### config.mk
export PLATFORM = sky130hd
export DESIGN_NAME = cpu_fpu_issue
export DESIGN_NICKNAME = d
export VERILOG_FILES = /design/src/rtl/cpu_fpu_issue.sv
export SDC_FILE = /design/constraint.sdc
export NUM_CORES = 1
export LEC_CHECK = 0
export ABC_AREA = 1
export CORE_MARGIN = 1
export CORE_UTILIZATION = 42
export CTS_BUF_LIST = sky130_fd_sc_hd__clkbuf_2
export DETAILED_ROUTE_END_ITERATION = 16
export PLACE_DENSITY = 0.92
export SYNTH_ARGS = -nofsm -noshare
export SYNTH_HDL_FRONTEND = slang
export SYNTH_SLANG_ARGS = --single-unit
### constraint.sdc
create_clock -name i_clock -period 1.7 [get_ports i_clock]
set_input_delay 0.34 -clock i_clock [delete_from_list [all_inputs] [get_ports i_clock]]
set_output_delay 0.34 -clock i_clock [all_outputs]
set_load 0.01 [all_outputs]
### src/rtl/cpu_fpu_issue.sv
// FPU request/ready initiator: issues one FP op, holds operands until ready,
// hands the result to writeback, then forces one request-low cycle.
package cpu_fpu_pkg;
   localparam logic [4:0] FPU_OP_ADD        = 5'd0;
   localparam logic [4:0] FPU_OP_SUB        = 5'd1;
   localparam logic [4:0] FPU_OP_MUL        = 5'd2;
   localparam logic [4:0] FPU_OP_DIV        = 5'd3;
   localparam logic [4:0] FPU_OP_SQRT       = 5'd4;
   localparam logic [4:0] FPU_OP_MIN        = 5'd5;
   localparam logic [4:0] FPU_OP_MAX        = 5'd6;
   localparam logic [4:0] FPU_OP_FMADD      = 5'd7;
   localparam logic [4:0] FPU_OP_FMSUB      = 5'd8;
   localparam logic [4:0] FPU_OP_FNMADD     = 5'd9;
   localparam logic [4:0] FPU_OP_FNMSUB     = 5'd10;
   localparam logic [4:0] FPU_OP_I2F        = 5'd11;
   localparam logic [4:0] FPU_OP_F2I        = 5'd12;
   localparam logic [4:0] FPU_OP_MOV        = 5'd13;
   localparam logic [4:0] FPU_OP_SGNJ       = 5'd14;
   localparam logic [4:0] FPU_OP_SGNJN      = 5'd15;
   localparam logic [4:0] FPU_OP_SGNJX      = 5'd16;
   localparam logic [4:0] FPU_OP_CMP_EQUAL  = 5'd17;
   localparam logic [4:0] FPU_OP_CMP_LESS   = 5'd18;
   localparam logic [4:0] FPU_OP_CMP_LEQUAL = 5'd19;

   typedef struct packed {
      logic [4:0]  op;
      logic [31:0] op1;
      logic [31:0] op2;
      logic [31:0] op3;
   } fpu_req_t;
endpackage

module cpu_fpu_issue
   import cpu_fpu_pkg::*;
#(
   parameter int TIMEOUT   = 256,
   parameter int TAG_WIDTH = 5
) (
   input  logic                 i_clock,
   input  logic                 i_reset,
   input  logic                 i_valid,
   output logic                 o_busy,
   input  logic [4:0]           i_op,
   input  logic [31:0]          i_op1,
   input  logic [31:0]          i_op2,
   input  logic [31:0]          i_op3,
   input  logic [TAG_WIDTH-1:0] i_rd,
   input  logic                 i_flush,
   output logic                 o_fpu_request,
   output logic [4:0]           o_fpu_op,
   output logic [31:0]          o_fpu_op1,
   output logic [31:0]          o_fpu_op2,
   output logic [31:0]          o_fpu_op3,
   input  logic                 i_fpu_ready,
   input  logic [31:0]          i_fpu_result,
   output logic                 o_wb_valid,
   output logic [TAG_WIDTH-1:0] o_wb_rd,
   output logic [31:0]          o_wb_result,
   output logic                 o_wb_int,
   input  logic                 i_wb_ready,
   output logic                 o_fault
);

   localparam int WDW = (TIMEOUT > 2) ? $clog2(TIMEOUT) : 1;
   localparam logic [WDW-1:0] WD_MAX = WDW'(TIMEOUT - 1);

   typedef enum logic [1:0] {
      S_IDLE,
      S_ISSUE,
      S_WB,
      S_GAP
   } state_e;

   state_e          state_q, state_d;
   fpu_req_t        req_q;
   logic [WDW-1:0]  wd_q, wd_d;
   logic            accept, fire, expire;

   assign accept = (state_q == S_IDLE) && i_valid && !i_flush;
   assign fire   = (state_q == S_ISSUE) && !i_flush && i_fpu_ready;
   assign expire = (state_q == S_ISSUE) && !i_flush && !i_fpu_ready
                   && (wd_q == WD_MAX);

   always_comb begin
      state_d = state_q;
      unique case (state_q)
         S_IDLE:  if (accept) state_d = S_ISSUE;
         S_ISSUE: begin
            if (i_flush || expire) state_d = S_GAP;
            else if (fire)         state_d = S_WB;
         end
         S_WB:    if (i_flush || i_wb_ready) state_d = S_GAP;
         S_GAP:   state_d = S_IDLE;
      endcase
   end

   // Counts request cycles; zero whenever the request is not continuing.
   always_comb begin
      wd_d = '0;
      if (state_q == S_ISSUE && state_d == S_ISSUE)
         wd_d = (wd_q == WD_MAX) ? wd_q : wd_q + 1'b1;
   end

   always_ff @(posedge i_clock or negedge i_reset) begin
      if (!i_reset) begin
         state_q <= S_IDLE;
         wd_q    <= '0;
      end else begin
         state_q <= state_d;
         wd_q    <= wd_d;
      end
   end

   always_ff @(posedge i_clock or negedge i_reset) begin
      if (!i_reset) begin
         req_q       <= '0;
         o_wb_rd     <= '0;
         o_wb_int    <= 1'b0;
         o_wb_result <= '0;
         o_fault     <= 1'b0;
      end else begin
         if (accept) begin
            req_q    <= '{op: i_op, op1: i_op1, op2: i_op2, op3: i_op3};
            o_wb_rd  <= i_rd;
            o_wb_int <= i_op inside {FPU_OP_F2I, FPU_OP_CMP_EQUAL,
                                     FPU_OP_CMP_LESS, FPU_OP_CMP_LEQUAL};
         end
         if (fire)   o_wb_result <= i_fpu_result;
         if (expire) o_fault     <= 1'b1;
      end
   end

   // Handshake outputs decode the state flop so reset clears them at once.
   assign o_busy        = (state_q != S_IDLE);
   assign o_fpu_request = (state_q == S_ISSUE);
   assign o_wb_valid    = (state_q == S_WB);
   assign o_fpu_op      = req_q.op;
   assign o_fpu_op1     = req_q.op1;
   assign o_fpu_op2     = req_q.op2;
   assign o_fpu_op3     = req_q.op3;

endmodule

Word level (Yosys, flattened, before mapping)
Cells that the tools add are included.
{ "totals": {"out_inout_bits": 143, "ramBits": 0, "mem_count": 0, "reg_bits": 150, "latch_bits": 0, "inputBits": 144, "romBits": 0, "wordCells": 42} }
{ "classes": {"n_shift": 0, "n_eq_ne": 10, "n_reduce_logical": 14, "mux": 7, "multipliers": 0, "order_cmp": 0, "n_bitwise": 0, "addsub": 1, "div": 0} }
{ "ops": {"columns": ["op", "n"], "rows": [
  ["$mux 8", 2],
  ["$eq 5x5->1 const B", 3],
  ["$add 8x1->8 const B", 1],
  ["$eq 8x8->1 const B", 1],
  ["$mux 2", 4],
  ["$pmux 2 s4", 1],
  ["$logic_and 1x1->1", 7],
  ["$eq 5x4->1 const B", 1],
  ["$eq 2x1->1 const B", 2],
  ["$eq 2x2->1 const B", 2],
  ["$reduce_bool 4->1", 1],
  ["$logic_not 1->1", 2],
  ["$logic_not 2->1", 1],
  ["$logic_or 1x1->1", 2],
  ["$ne 2x2->1 const B", 1],
  ["$reduce_bool 2->1", 1]
]} }

Longest topological paths before layout
Gate-level depths: netlist of the first run.
{ "logic_depth": {"ltp_word": 10, "depth_mapped": 8, "mapped_depth_nobuf": 7} }

Worst setup path after synthesis of the first run
No wires, ideal clock.
{ "synth_timing": {"kind": "register -> register", "from": "reg state_q[1]", "to": "reg o_wb_result[28]", "t_required_ps": 1570, "path_slack_ps": 487, "stages_incl_launch_ff": 9, "setup_time_ps": 130, "path_buffers": 2, "period_less_slack_ps": 1213, "t_arrival_ps": 1083, "path_cell_list": "dfrtp_1 > inv_1 > nand2_1 > inv_2 > nand3_2 > buf_6 > buf_2 > nand2_1 > o21ai_0"} }
{ "synth_between": {"elab_chain_len": 3} }
{ "synth_rtl": {"columns": ["element", "line_no", "text"], "rows": [
  ["from (decl)", "74", "state_e state_q, state_d;"],
  ["from (signal assigned)", "109", "state_q <= state_d;"],
  ["$eq 2x1->1", null, null],
  ["net o_fpu_request", "49", "output logic o_fpu_request,"],
  ["$logic_and 1x1->1 (2 in series)", "80", "assign fire = (state_q == S_ISSUE) && !i_flush && i_fpu_ready;"],
  ["to (signal assigned)", "128", "if (fire) o_wb_result <= i_fpu_result;"],
  ["to (decl)", "58", "output logic [31:0] o_wb_result,"]
]} }
The timed path passes the listed nets, and every way through them passes these cells.
A chain may end at the register's enable or synchronous reset.

Final worst setup path of the first run
{ "layout_timing": {"from": "reg state_q[0]", "to": "out o_fpu_request"} }
{ "layout_between": {"elab_chain_len": 1} }
{ "layout_rtl": {"columns": ["element", "line_no", "text"], "rows": [
  ["$eq 2x1->1", "135", "assign o_fpu_request = (state_q == S_ISSUE);"],
  ["to (decl)", "49", null]
]} }
Every way passes these cells.

==> results of run 1 <==
## layout make-up
cell class | instances | area, um^2 | area share
flip-flops and latches | 150 | 3750 | 0.399
repair buffers | 384 | 3260 | 0.346
multi-input cells | 441 | 1780 | 0.189
well taps | 176 | 220 | 0.0234
inverters | 50 | 190 | 0.0202
clock inverters | 10 | 108 | 0.0114
clock buffers | 21 | 105 | 0.0112
diodes | 1 | 2.50 | 0.000266
## cells by family after synthesis
logic type | Yosys count
adder cells (fa/ha/maj) | 1
flip-flops | 150
AND/OR/NAND/NOR | 397
buffers and inverters | 80
AO/OA/AOI/OAI | 42
XOR/XNOR | 1
## path summary, 6_finish.rpt
| kind | start | to | slack, ns |
|---|---|---|---|
| setup / recovery | state_q[0] | o_fpu_request | -0.13 |
| hold / removal | i_op3[10] | o_fpu_op3[10] | 0.14 |
| setup reg to reg | wd_q[0] | wd_q[7] | 0.22 |
| hold reg to reg | o_fpu_op3[13] | o_fpu_op3[13] | 0.50 |
| max in group asynchronous | i_reset | o_wb_result[12] | 0.51 |
| min in group asynchronous | i_reset | o_wb_rd[0] | 0.64 |
## worst register-to-register path, stage by stage (launching register included)
cell     delay (ns)
dfrtp_1        0.46
ha_1           0.22
nand2_1        0.10
nor2_1         0.16
nand2_1        0.11
nand2_1        0.24
nor2_1         0.09
## flip-flops by register name, indices dropped and copies added (netlist names)
signal       cells
o_wb_result     32
o_fault          1
o_fpu_op2       32
state_q          2
wd_q             8
o_fpu_op3       32
o_wb_int         1
o_wb_rd          5
o_fpu_op         5
o_fpu_op1       32
## layer usage
metal | routed length [um] | GRT usage
met4 | 509 | 0.107
met3 | 1100 | 0.0608
met2 | 9600 | 0.414
met1 | 6820 | 0.281
met5 | 0 | 0
## timing repair
action | 4_1_cts | 5_1_grt
setup endpoints to repair | 143 | 121
resized for setup | 577 | 48
hold buffers | 1 | 1
setup buffers | 35 | 47
hold endpoints to repair | 150 | 2
pin swaps | 2 | 2
## through the flow
stage | std cells | area [um^2] | setup TNS [ns] | worst slack [ns] | utilization
2_1_floorplan | 671 | 5870 | 0 | 0.487 | -
3_3_place_gp | 1117 | 8990 | 0 | 0.0632 | 0.668
3_5_place_dp | 1117 | 8990 | 0 | 0.0104 | 0.668
4_1_cts | 1184 | 8780 | -0.542 | -0.189 | 0.653
5_1_grt | 1233 | 9420 | -3.65 | -0.286 | 0.700
6_report | 1233 | 9420 | -0.329 | -0.129 | 0.700
## where the power goes
part,switching [W],internal (W)
Clock,0.00119,0.000676
Combinational,0.00344,0.00389
Sequential,0.000947,0.00514
## cell usage in the layout (no fill, tap or decap), drive strengths merged
cell type,netlist,final
clkdlybuf4s50,0,142
a21oi,1,1
clkbuf,5,21
nor2b,1,1
bufinv,0,2
nand3,8,8
ha,1,1
clkinvlp,0,1
dlygate4sd3,0,2
o21ai,40,40
buf,25,240
inv,50,50
dfrtp,150,150
nand2,369,369
clkinv,0,7
o21bai,1,1
xor2,1,1
nor3b,1,1
nor2,18,18
diode,0,1
==> reports/results.ini, run 1 <==
[worst_setup_path]
sort_of_element_at_the_end_of_the_critical_path=output port
path_class=flop to output port
largest_stage_delay_worst_path_ns=0.46
worst-path-buf-inv=3
worstPathArrival_ns=1.49
reg2reg_depth=6
cp_max_fo=2
slowest_stage=dfrtp_1
worst-path-stages=4
crit_family=flip-flops
category_of_the_worst_setup_path_launch_point=flop
path_cells=buf_6 -> nand2_4 -> inv_4 -> buf_6
worst-endpoint-required_ns=1.36
cp_common_cell=buf_6

[clocking]
clkSlewWorstSetupHoldPaths_ns=0.21
cts_htree_levels=4
cts_buffers=17
cts-root-to-sink-buffers=2
clock_latency_ns=0.69
clock_tree.root_cell=clkbuf_2
tritoncts=yes
cts_num_sinks=150

[floorplanning]
die_h_um=120
die_width_um=120
start_util=0.437
core_region_area_mm2=0.0135
die_area_mm2=0.0145
io_pins=287
placement_rows=42

[route]
routed_wl_um=18000
vias=5759
drt-wirelength-per-cell_um=14.6
post_drt_via_cell_ratio=4.67
detailedRoute.firstIterationViolations=351
antenna_left=0
firstDrtPassIters=6
drc_markers=0

[placement]
dp_hpwl_um=12200
finalWeightedCongestion=0.836
port-buffer-count=286

[final_layout]
nets=1189
areaGrowthSynthToFinish_pct=60.3
nFillCells=980
drive_above_1_share=0.262

[global_route]
global_route.overflow_total=0
grt_start_max_net_pins=67
grt_pass1_wl_um=26700
number_of_antenna_violations_at_the_first_check_in_global_routing=1
via_count_of_the_first_global_routing_pass=5516
grt_util_all_layers=0.240

[logic_synthesis]
synth_area_per_cell_um2=8.75
syn-num-nets=816
number_of_flops_mapped_to_enable_cells_by_yosys=0
synth.ff_latch_count=150
postSynth.asyncResetShare=1.00
yosys.cell_types.count=20
netlist_top_cells_area=dfrtp_1, nand2_1, inv_1
post_synth_mux_area_share=0
ys_top_cells_by_count=nand2_1, dfrtp_1, inv_1
yosys.area.top_type=dfrtp_1
synthMostInstantiatedCell=nand2_1
synth_largest_type_area_fraction=0.639
post_synthesis_compound_gate_area_fraction=0.0362
dominantRegCellSynth=dfrtp_1
sequential_fraction_of_the_synthesis_area=0.639
synth-xor-area-share=0.00149
dominant_combinational_cell_family_by_area_after_synthesis=simple AND/OR/NAND/NOR gates
cell_area_after_synthesis_mm2=0.00587
syn-instance-count=671
simple_gate_area_share_of_the_yosys_netlist=0.259
synth.yosys.warnings=0
share_of_synthesized_cell_area_in_full_adder_half_adder_and_majority_cells=0.00213

[timing]
grt_setup_unrepaired=yes
setup_ws_ns=-0.129
timing.fmax_mhz=547
max_slew.worst_pin.slew_ns=0.448
fin_worst_hold_slack_ns=0.140
setup_violators_final=3
fin_skew_ns=0.0282
maxSlewViolCount=0
relSlewSlack=0.701
report.final.hold_viol_count=0
min_period_over_period=1.08
min_period_ns=1.83

[hold_path]
worstHoldPathType=input port to flop
hold-path-cell-count=3

[flow_run]
maxCapViolCount=0

[status]
failed_checks=setup timing
run_status=finished with violations

[power_and_ir_drop]
static-leakage-power_nw=5.16
pwr_density_cell_mw_per_mm2=1620
p_total_w=0.0153
peakVddDrop_v=0.000902

(Power assumes the default switching activity.)
==> run 2, diff against run 1 <==
--- a/config.mk
+++ b/config.mk
@@ -11,6 +11,7 @@
 export CTS_BUF_LIST = sky130_fd_sc_hd__clkbuf_2
 export DETAILED_ROUTE_END_ITERATION = 16
 export PLACE_DENSITY = 0.92
+export SLEW_MARGIN = 20
 export SYNTH_ARGS = -nofsm -noshare
 export SYNTH_HDL_FRONTEND = slang
 export SYNTH_SLANG_ARGS = --single-unit
==> constraint.sdc (replaced) <==
create_clock -name i_clock -period 1.7 [get_ports i_clock]
set_input_delay 0.34 -clock i_clock [delete_from_list [all_inputs] [get_ports i_clock]]
set_output_delay 0.34 -clock i_clock [all_outputs]
set_load 0.02 [all_outputs]
==> reports/results.ini, run 2 (same netlist as run 1, synthesis figures left out) <==
[floorplanning]
die_width_um=120  ; unchanged
placement_rows=42  ; unchanged
core_region_area_mm2=0.0135  ; unchanged
die_area_mm2=0.0145  ; unchanged
start_util=0.437  ; unchanged
die_h_um=120  ; unchanged
io_pins=287  ; unchanged

[placement]
placed_cell_area_mm2=0.00899  ; unchanged
dp_hpwl_um=12200  ; unchanged
finalWeightedCongestion=0.836  ; unchanged
port-buffer-count=286  ; unchanged

[power_and_ir_drop]
p_comb_frac=0.543  ; +0.063
static-leakage-power_nw=5.30  ; +2.7%
peakVddDrop_v=0.00110  ; +22%
internal_power_w=0.0110  ; +13%
p_total_w=0.0181  ; +18%
clock_power_share=0.103  ; -0.019
total_switching_power_w=0.00712  ; +28%
switching_share_of_total_power=0.394  ; +0.0291
seqPwrFrac=0.354  ; -0.045
pwr_density_cell_mw_per_mm2=1810  ; +12%

[timing]
grt_setup_unrepaired=yes
max_slew.worst_pin.slew_ns=0.455  ; +0.00705 ns
fin_skew_ns=0.0317  ; +0.00347 ns
relSlewSlack=0.697  ; -0.00470
timing.fmax_mhz=551  ; +0.81%
min_period_ns=1.81  ; -0.0147 ns
min_period_over_period=1.07  ; -0.00863
setup_ws_ns=-0.114  ; +0.0147 ns
setup_violators_final=3  ; unchanged
report.final.hold_viol_count=0  ; unchanged
maxSlewViolCount=0  ; unchanged

[global_route]
global_route.overflow_total=0  ; unchanged
via_count_of_the_first_global_routing_pass=5477  ; -0.71%
grt_util_all_layers=0.239  ; -0.000622
number_of_antenna_violations_at_the_first_check_in_global_routing=1  ; unchanged
grt_pass1_wl_um=26600  ; -0.41%
grt_start_max_net_pins=67  ; unchanged

[final_layout]
nFillCells=884  ; -9.8%
multi_input_comb_area_mm2=0.00177  ; -0.56%
nets=1186  ; -0.25%
postLayoutCellArea_mm2=0.00999  ; +6.1%
postLayoutCoreUtil=0.743  ; +0.0430
layout.cells.most_common=nand2_1
layout_common_cells=nand2_1, dfrtp_1, clkdlybuf4s50_1
layout.area.seq_mm2=0.00375  ; about the same
drive_above_1_share=0.262  ; about the same
areaGrowthSynthToFinish_pct=70.1

[worst_setup_path]
worstPathArrival_ns=1.47  ; -0.02 ns
sort_of_element_at_the_end_of_the_critical_path=output port
category_of_the_worst_setup_path_launch_point=flop
path_class=flop to output port
ff2ff_setup_slack_ns=0.17  ; -0.05 ns
reg2reg_depth=9  ; +3
rr_startpoint=state_q[1]
regToRegEndpoint=o_wb_result[19]
worst-endpoint-required_ns=1.36  ; about the same
cp_max_fo=2  ; unchanged

[clocking]
cts_num_sinks=150  ; unchanged
cts_buffers=17  ; unchanged
cts_htree_levels=4  ; unchanged
cts-root-to-sink-buffers=2  ; unchanged
tritoncts=yes
clock_tree.root_cell=clkbuf_2
clkSlewWorstSetupHoldPaths_ns=0.21  ; about the same
clock_latency_ns=0.69  ; about the same

[status]
failed_checks=setup timing
run_status=finished with violations

[flow_run]
maxCapViolCount=0  ; unchanged

[route]
drt-wirelength-per-cell_um=15.4  ; +5.4%
post_drt_via_cell_ratio=4.74  ; +1.5%
route.met2.wl_um=10000  ; +4.2%
highest-signal-layer=met4
detailedRoute.firstIterationViolations=411  ; +17%
vias=5830  ; +1.2%
drc_markers=0  ; unchanged
firstDrtPassIters=5  ; -1
routed_wl_um=19000  ; +5.1%
antenna_left=0  ; unchanged
drt-met1-wl_um=6970  ; +2.2%
wl_met3_um=1260  ; +15%

[hold_path]
hold_start=i_op2[0]
worstHoldPathType=input port to flop
worst_hold_path.endpoint=o_fpu_op2[0]
hold-path-cell-count=3  ; unchanged

[run 2: cell types whose count changed in the layout (fill, tap and decap cells not counted), sizes merged]
cell and change:
buf -3
[run 2: worst max-delay path by stage]
stage	from	to	cells after the start
2_1_floorplan	state_q[1]	o_wb_result[28]	8
5_1_grt	state_q[1]	o_fpu_request	4
3_3_place_gp	i_flush	o_wb_int	7
6_report	state_q[1]	o_fpu_request	4
4_1_cts	state_q[0]	o_busy	3
3_5_place_dp	i_flush	o_fpu_op3[26]	7
[run 2: timing repair]
| item | 4_1_cts | 5_1_grt |
|---|---|---|
| gates resized for setup | 603 | 261 |
| endpoints found under the setup margin | 143 | 142 |
| endpoints found under the hold margin | 150 | 2 |
| pin swaps | 1 | 1 |
| buffers inserted | 31 | 48 |
| hold buffers | 1 | 1 |
[run 2: power by group through the flow]
stage | logic (W) | clock network [W] | registers [W]
2_1_floorplan | 0.00183 | 0 | 0.00799
3_3_place_gp | 0.00792 | 0 | 0.00603
3_5_place_dp | 0.00813 | 0 | 0.00609
4_1_cts | 0.00734 | 0.00192 | 0.00597
5_1_grt | 0.0104 | 0.00209 | 0.00654
6_report | 0.00983 | 0.00187 | 0.00640
[run 2: layout make-up]
type	instances	share of cell area
antenna	1	0.000250
clock buffer	21	0.0105
clock inverter	10	0.0108
inverter	50	0.0188
multi-input combinational	441	0.177
sequential	150	0.376
tap	176	0.0220
timing repair buffer	381	0.385
[run 2: worst max-delay path, stage by stage, from the launching register on]
cell	delay, ns
dfrtp_1	0.46
inv_2	0.09
nand2_2	0.06
inv_2	0.08
buf_6	0.12
[run 2: stage by stage]
step	setup TNS, ns	cells	hold WS [ns]	worst slack, ns
5_1_grt	-3.85	1230	0.0489	-0.246
4_1_cts	-0.515	1180	0.0314	-0.221
2_1_floorplan	0	671	0.0444	0.440
6_report	-0.306	1230	0.145	-0.114
3_5_place_dp	0	1117	0.270	0.0104
3_3_place_gp	0	1117	0.272	0.0632
[run 2: routing by layer]
layer,vias to the layer above,track usage
met5,-,0
met4,0,0.104
met3,55,0.0613
met2,259,0.413
met1,2753,0.281
li1,2763,-
